===== config.mk =====
export PLATFORM = sky130hd
export DESIGN_NAME = tx_5g_ctrl
export DESIGN_NICKNAME = d
export VERILOG_FILES = /design/src/rtl/tx_5g_ctrl.sv
export SDC_FILE = /design/constraint.sdc
export NUM_CORES = 1
export LEC_CHECK = 0
export CAP_MARGIN = 10
export CORE_MARGIN = 4
export CORE_UTILIZATION = 55
export DETAILED_ROUTE_END_ITERATION = 12
export PLACE_DENSITY = 0.91
export SYNTH_ARGS = -nofsm -noshare
export SYNTH_HDL_FRONTEND = slang
export SYNTH_SLANG_ARGS = --single-unit

===== constraint.sdc =====
create_clock -name clk -period 3.7 [get_ports clk]
set_clock_uncertainty 0.15 [all_clocks]
set_input_delay 0.74 -clock clk [delete_from_list [all_inputs] [get_ports clk]]
set_output_delay 0.74 -clock clk [all_outputs]
set_load 0.01 [all_outputs]

===== src/rtl/tx_5g_ctrl.sv =====
`default_nettype none
// +-------------------------------------------------------------------+
// | tx_5g_ctrl : XGMII-style TX framer for 10G/5G/2.5G, strobe paced  |
// | Rev 1.0                                                           |
// +-------------------------------------------------------------------+
module tx_5g_ctrl #(
  parameter int IPG_WORDS = 2
) (
  input  logic        clk,
  input  logic        reset_,
  input  logic        mode_10G,
  input  logic        mode_5G,
  input  logic        mode_2p5G,
  input  logic        mode_1G,
  input  logic        bcnt_empty,
  input  logic [15:0] bcnt_in,
  output logic        bcnt_re,
  input  logic [63:0] data_in,
  output logic        data_re,
  output logic [63:0] data_out,
  output logic [7:0]  ctrl_out,
  output logic        tx_we,
  output logic        busy
);

  localparam logic [63:0] C_IDLE_W = 64'h0707_0707_0707_0707;
  localparam logic [63:0] C_PRE_W  = 64'hD555_5555_5555_55FB;
  localparam logic [63:0] C_TERM_W = 64'h0707_0707_0707_07FD;

  typedef enum logic [2:0] {
    S_IDLE  = 3'd0,
    S_LDCNT = 3'd1,
    S_PRE   = 3'd2,
    S_DATA  = 3'd3,
    S_TERM  = 3'd4,
    S_IPG   = 3'd5
  } state_t;

  state_t      state_q, state_d;
  logic [3:0]  mode_buf_q;   // {1G, 2p5G, 5G, 10G}
  logic [2:0]  mode_frm_q;   // speed held for the frame in flight
  logic [1:0]  cnt_q;
  logic [13:0] wleft_q, wleft_d;
  logic [3:0]  rem_q, rem_d;
  logic [3:0]  ipg_q, ipg_d;
  logic        rd_pend_q;
  logic [63:0] buf_q;
  logic [63:0] dout_q, dout_d;
  logic [7:0]  cout_q, cout_d;
  logic        we_q;

  logic [2:0]  w_mode;
  logic        w_strobe;
  logic [63:0] w_word;
  logic [63:0] w_last_d;
  logic [7:0]  w_last_c;

  // FIFO data is only guaranteed the cycle after the read, so keep a copy for slow modes.
  assign w_word = rd_pend_q ? data_in : buf_q;

  always_comb begin
    w_mode   = (state_q == S_IDLE) ? mode_buf_q[2:0] : mode_frm_q;
    w_strobe = w_mode[0] | (w_mode[1] & ~cnt_q[0]) | (w_mode[2] & (cnt_q == 2'd0));
    if (state_q == S_IDLE && mode_buf_q[3]) begin
      w_strobe = 1'b0;
    end
  end

  always_comb begin
    w_last_d = w_word;
    w_last_c = 8'h00;
    for (int i = 0; i < 8; i++) begin
      if (4'(i) == rem_q) begin
        w_last_d[8*i +: 8] = 8'hFD;
        w_last_c[i]        = 1'b1;
      end else if (4'(i) > rem_q) begin
        w_last_d[8*i +: 8] = 8'h07;
        w_last_c[i]        = 1'b1;
      end
    end
  end

  always_comb begin
    state_d = state_q;
    wleft_d = wleft_q;
    rem_d   = rem_q;
    ipg_d   = ipg_q;
    dout_d  = dout_q;
    cout_d  = cout_q;
    bcnt_re = 1'b0;
    data_re = 1'b0;
    if (w_strobe) begin
      dout_d = C_IDLE_W;
      cout_d = 8'hFF;
    end
    case (state_q)
      S_IDLE: begin
        if (!bcnt_empty && !mode_buf_q[3] && (|mode_buf_q[2:0])) begin
          bcnt_re = 1'b1;
          state_d = S_LDCNT;
        end
      end
      S_LDCNT: begin
        if (bcnt_in == 16'd0) begin
          state_d = S_IDLE;
        end else begin
          wleft_d = {1'b0, bcnt_in[15:3]} + {13'd0, |bcnt_in[2:0]};
          rem_d   = (bcnt_in[2:0] == 3'd0) ? 4'd8 : {1'b0, bcnt_in[2:0]};
          state_d = S_PRE;
        end
      end
      S_PRE: begin
        if (w_strobe) begin
          dout_d  = C_PRE_W;
          cout_d  = 8'h01;
          data_re = 1'b1;
          state_d = S_DATA;
        end
      end
      S_DATA: begin
        if (w_strobe) begin
          if (wleft_q == 14'd1) begin
            ipg_d = 4'd0;
            if (rem_q == 4'd8) begin
              dout_d  = w_word;
              cout_d  = 8'h00;
              state_d = S_TERM;
            end else begin
              dout_d  = w_last_d;
              cout_d  = w_last_c;
              state_d = S_IPG;
            end
          end else begin
            dout_d  = w_word;
            cout_d  = 8'h00;
            data_re = 1'b1;
            wleft_d = wleft_q - 14'd1;
          end
        end
      end
      S_TERM: begin
        if (w_strobe) begin
          dout_d  = C_TERM_W;
          cout_d  = 8'hFF;
          ipg_d   = 4'd0;
          state_d = S_IPG;
        end
      end
      S_IPG: begin
        if (w_strobe) begin
          if (ipg_q == 4'(IPG_WORDS - 1)) begin
            state_d = S_IDLE;
          end else begin
            ipg_d = ipg_q + 4'd1;
          end
        end
      end
      default: state_d = S_IDLE;
    endcase
    if (reset_) begin
      bcnt_re = 1'b0;
      data_re = 1'b0;
    end
  end

  always_ff @(posedge clk) begin
    if (reset_) begin
      state_q    <= S_IDLE;
      mode_buf_q <= 4'd0;
      mode_frm_q <= 3'd0;
      cnt_q      <= 2'd0;
      wleft_q    <= 14'd0;
      rem_q      <= 4'd0;
      ipg_q      <= 4'd0;
      rd_pend_q  <= 1'b0;
      buf_q      <= 64'd0;
      dout_q     <= C_IDLE_W;
      cout_q     <= 8'hFF;
      we_q       <= 1'b0;
    end else begin
      state_q    <= state_d;
      mode_buf_q <= {mode_1G, mode_2p5G, mode_5G, mode_10G};
      if (state_q == S_IDLE) begin
        mode_frm_q <= mode_buf_q[2:0];
      end
      cnt_q      <= cnt_q + 2'd1;
      wleft_q    <= wleft_d;
      rem_q      <= rem_d;
      ipg_q      <= ipg_d;
      rd_pend_q  <= data_re;
      if (rd_pend_q) begin
        buf_q <= data_in;
      end
      dout_q     <= dout_d;
      cout_q     <= cout_d;
      we_q       <= w_strobe;
    end
  end

  assign data_out = dout_q;
  assign ctrl_out = cout_q;
  assign tx_we    = we_q;
  assign busy     = (state_q != S_IDLE);

endmodule
`default_nettype wire


# Yosys cells after proc, flatten, opt, wreduce, memory -nomap -nowiden
# Cells that the tools add are included.
[word_totals]
wordCells = 152
output_inout_bits = 76
reg_bits = 172
[classes]
bitwise_logic = 6
reduce_logical = 19
n_addsub = 4
mux = 78
eq_ne = 25
n_lt_le_gt_ge = 8
[ops]
columns = ["operator", "n"]
rows = [
  ["64-bit 2-to-1 mux", 7],
  ["64-bit case mux with 3 select lines", 1],
  ["8-bit 2-to-1 mux", 22],
  ["14-bit 2-to-1 mux", 3],
  ["14-bit case mux with 2 select lines", 1],
  ["1-bit 2-to-1 mux", 25],
  ["3-bit 2-to-1 mux", 8],
  ["4-bit 2-to-1 mux", 6],
  ["8-bit case mux with 3 select lines", 1],
  ["2-bit inequality test, second input constant", 9],
  ["3-bit case mux with 6 select lines", 1],
  ["3-bit by 4-bit == test with 1-bit output, first input constant", 4],
  ["3-bit by 4-bit > comparator with 1-bit output, first input constant", 4],
  ["16-bit logical NOT", 1],
  ["13-bit by 1-bit adder with 14-bit output", 1],
  ["14-bit by 1-bit == test with 1-bit output, second input constant", 1],
  ["14-bit by 1-bit subtractor with 14-bit output, second input constant", 1],
  ["4-bit case mux with 3 select lines", 1],
  ["2-bit by 4-bit == test with 1-bit output, first input constant", 2],
  ["1-bit by 4-bit > comparator with 1-bit output, first input constant", 2],
  ["2-bit by 4-bit > comparator with 1-bit output, first input constant", 2],
  ["7-bit AND reduction", 1],
  ["3-bit by 2-bit == test with 1-bit output, second input constant", 2],
  ["3-bit == test, second input constant", 2],
  ["other kinds (23)", 32],
]

# Logic depth before layout (Yosys ltp)
[depth]
ltp_word = 9
depth_mapped = 10

# Least setup slack after synthesis
# OpenSTA, ideal clock, no wires.
[synth_timing]
path_type = "flip-flop to output port"
start = "register state_q[0]"
end = "output data_re"
arrival_ns = 1.897
path_buffers = 3
setup_slack_ns = 0.913
path_stages_with_launch = 8
cell_sequence = "dfxtp_1 > buf_6 > nor3_4 > buf_6 > mux2_4 > o31ai_4 > buf_2 > a211oi_1"
[synth_via]
elab_chain_cells = 9
[synth_rtl]
columns = ["item", "line_no", "source"]
rows = [
  ["start: declaration", "39", "state_t state_q, state_d;"],
  ["start signal: assignment", "181", "state_q <= state_d;"],
  ["3-bit logical NOT", "62, 64", ""],
  ["3-bit 2-to-1 mux", "n/a", ""],
  ["1-bit bitwise AND", "63", "w_strobe = w_mode[0] | (w_mode[1] & ~cnt_q[0]) | (w_mode[2] & (cnt_q == 2'd0));"],
  ["1-bit OR (2 in a row)", "63", ""],
  ["1-bit 2-to-1 mux", "64", "if (state_q == S_IDLE && mode_buf_q[3]) begin"],
  ["1-bit 2-to-1 mux (on tied branches)", "121, 113", ""],
  ["1-bit case mux with 2 select lines *", "96", "case (state_q)"],
  ["1-bit 2-to-1 mux *", "160", "if (reset_) begin"],
  ["end: declaration", "19", "output logic data_re,"],
]
# Every way passes the cells marked *; elsewhere a longest branch is shown, timed or not.

# Final worst setup path
[layout_timing]
start = "register state_q[2]"
end = "output data_re"
# Same word-level chain as after synthesis.

==> impl_metrics.ini <==
[cells_and_area]
antenna_cells = 0
final_common_cell = dfxtp_1
drive_gt1_frac = 0.08627
fin_nets = 1101
area_growth_pct = 30.64
layout_common_cells = dfxtp_1, clkdlybuf4s50_1, nor2_1

[clocking]
post_cts_buffers = 0
cts-htree-levels = 4
clkTransAtPathRegs_ps = 60
clk_path_buf_depth = 2
clock_latency_ps = 430
cts-root-buf = clkbuf_16
cts-resized-gates = 0
numCtsBuffers = 17
cts_tree = done
clock-sinks = 172
cts_hold_buf = 0

[worst_setup_path]
cp_num_buf_inv = 3
cp-start-kind = flop
rrSetupSlack_ps = 660
reg2reg_from = state_q[0]
slowest_delay_ps = 590
endpoint_kind = primary output
cp_max_fo = 12
cpLargestDelayFamily = buffers and inverters
cp.required_ps = 2810
crit_arrival_ps = 2660
crit_chain = nor3_4, buf_4, buf_4, mux2_4, o31ai_4, a211oi_1, clkdlybuf4s50_1
reg2reg_to = wleft_q[7]
worstSetupPathType = reg2out
crit_top_cell = buf_4
r2r_cells = 6
cp_slowest_cell = dfxtp_1

[place]
gp_congestion = 0.8847
io_buffers = 162
hpwlAfterDp_mm = 16.24

[sta]
finalSetupViolCount = 0
drv_slew = 0
fin_crit_ps = 3546
rsz0062_at_grt = false
tightest_slew_ps = 894.2
fmax_ghz = 0.2820
relSlewSlack = 0.4003
whs_ps = 304.6
fin_crit_sh = 0.9583
tns_ps = 0
hold_viol = 0

[floorplanning]
dieArea_um2 = 16140
rows = 43
fp.dieH_um = 127.1
core_um2 = 13880
io_pins = 163
initial_utilization = 0.5617
die_w_um = 127.1

[detailed_routing]
maxUsedRoutingLayer = met5
routed_via_density = 6.343
final_antenna_net_count = 0
drt_iter0_markers = 1012
dr_wl_met3_mm = 2.724
first_pass_iters = 6
num_vias = 7611
wl_met2_mm = 11.42
wl_met1_mm = 9.454
wire_per_inst_um = 20.52
totalWireLength_mm = 24.62
drc = 0

[logic_synthesis]
synthSimpleGateAreaFrac = 0.1822
synth-compound-area-share = 0.2009
muxShareOfSynthArea = 0.1014
synth_top_area_share = 0.4417
synthesis.nets = 960
ys_ff_latch = 172
synthFlopType = dfxtp_1
synthTopCellsByArea = dfxtp_1, mux2i_1, nor2_1
netlist_instances = 866
synth_top_family_by_area = compound AO/OA/AOI/OAI gates
yosysUniqueCellTypes = 75
synth_warnings = 0
yosysSeqAreaShare = 0.4417
synth_top_area_cell = dfxtp_1
synth_area_um2 = 7796
synthArstFlopShare = 0
syn_avg_cell_area_um2 = 9.003
synth_xor_area_frac = 0.01123
synth_fa_ha_area_frac = 0.01123
synth-edff-count = 0

[hold_path]
min-delay-start = data_out[45]
worstHoldEndpoint = data_out[45]
min_path_type = reg2reg
holdPathStages = 2

[grt]
grt_overflow = 0
grt_max_degree = 57
grt_pass1_wl_mm = 39.05
grt_pass1_vias = 7472
grt_antenna_before_repair = 1
grtUsageTotal = 0.2995

[power_and_ir_drop]
power_density_nw_per_um2 = 649.9
p_leak_uw = 0.003659
power_uw = 6619
vdd_drop_max_mv = 0.3778

[run]
drv_cap = 0

[run_status]
status = finished clean
## area by class of cell
type                            instances  area [µm²]
Clock buffer                           21       450.4
Clock inverter                         11       190.2
Fill cell                             965        3696
Inverter                               24       90.09
Multi-Input combinational cell        602        3953
Sequential cell                       172        3447
Tap cell                              180       225.2
Timing Repair Buffer                  190        1829
## kinds of logic after synthesis
family,count (synthesis)
buffers and inverters,92
adders and majority gates,7
and+or+nand+nor,287
DFF,172
xor gates and xnor gates,10
AOI/OAI and AO/OA,222
muxes,76
## tightest hold or removal path, cell delays in order, from the launching register on
cell and delay, ps:
dfxtp_1 310, nand2_1 50, a21oi_1 50
## metrics by stage
step	area, µm²	utilization	setup slack [ps]	instances
global route	10180	0.7337	53.49	1200
detailed placement	9522	0.6860	494.1	1165
finish	10180	0.7337	154.1	1200
CTS	10160	0.7321	42.66	1197
floorplan	7796	-	912.5	866
global placement	9522	0.6860	606.0	1165
## synth_stat cells, types with 3 or more instances
library cell,number
a211oi_1,23
a21oi_1,44
a221oi_1,4
a22o_1,9
a2bb2oi_1,14
a31oi_1,13
a32oi_1,3
and2_1,9
and3_1,8
and4_1,4
buf_1,11
buf_2,17
buf_6,4
clkbuf_1,35
dfxtp_1,172
ha_1,7
inv_1,23
mux2_2,10
mux2i_1,64
nand2_1,71
nand2b_1,3
nand3_1,31
nand4_1,9
nor2_1,93
nor2b_1,6
nor3_1,19
nor3_2,3
nor3b_1,4
nor4_1,10
o211ai_1,18
o21ai_0,40
o221ai_1,3
o22ai_1,3
o2bb2ai_1,6
o31a_1,3
o31ai_1,5
o32ai_1,8
or3_1,3
xnor2_1,4
xor2_1,6
## report_power, final
part	switching, µW	internal [µW]
clock network	733	1220
registers	240	2090
logic	1380	952
total	2360	4260
## worst max-delay path by stage
stage                           from  slack, ps  endpoint  cells past startpoint
after CTS                 state_q[2]         40   data_re                      5
final                     state_q[2]        150   data_re                      7
after global placement    state_q[2]        610   data_re                      5
after global routing      state_q[2]         50   data_re                      6
after detailed placement  state_q[2]        490   data_re                      5
after floorplan           state_q[0]        910   data_re                      7
## flip-flops by register name, indices dropped and copies added, names as in the netlist
signal and count:
data_out 64, ipg_q 4, rem_q 4, mode_buf_q 4, state_q 3, ctrl_out 8
tx_we 1, mode_frm_q 3, buf_q 64, cnt_q 2, wleft_q 14, rd_pend_q 1
## layer usage
| layer | vias up | track usage |
|---|---|---|
| li1 | 3437 | - |
| met2 | 505 | 0.4851 |
| met5 | - | 0 |
| met1 | 3559 | 0.3703 |
| met4 | 2 | 0.1356 |
| met3 | 108 | 0.08737 |
Note: power is estimated with default switching activity, not from simulation.
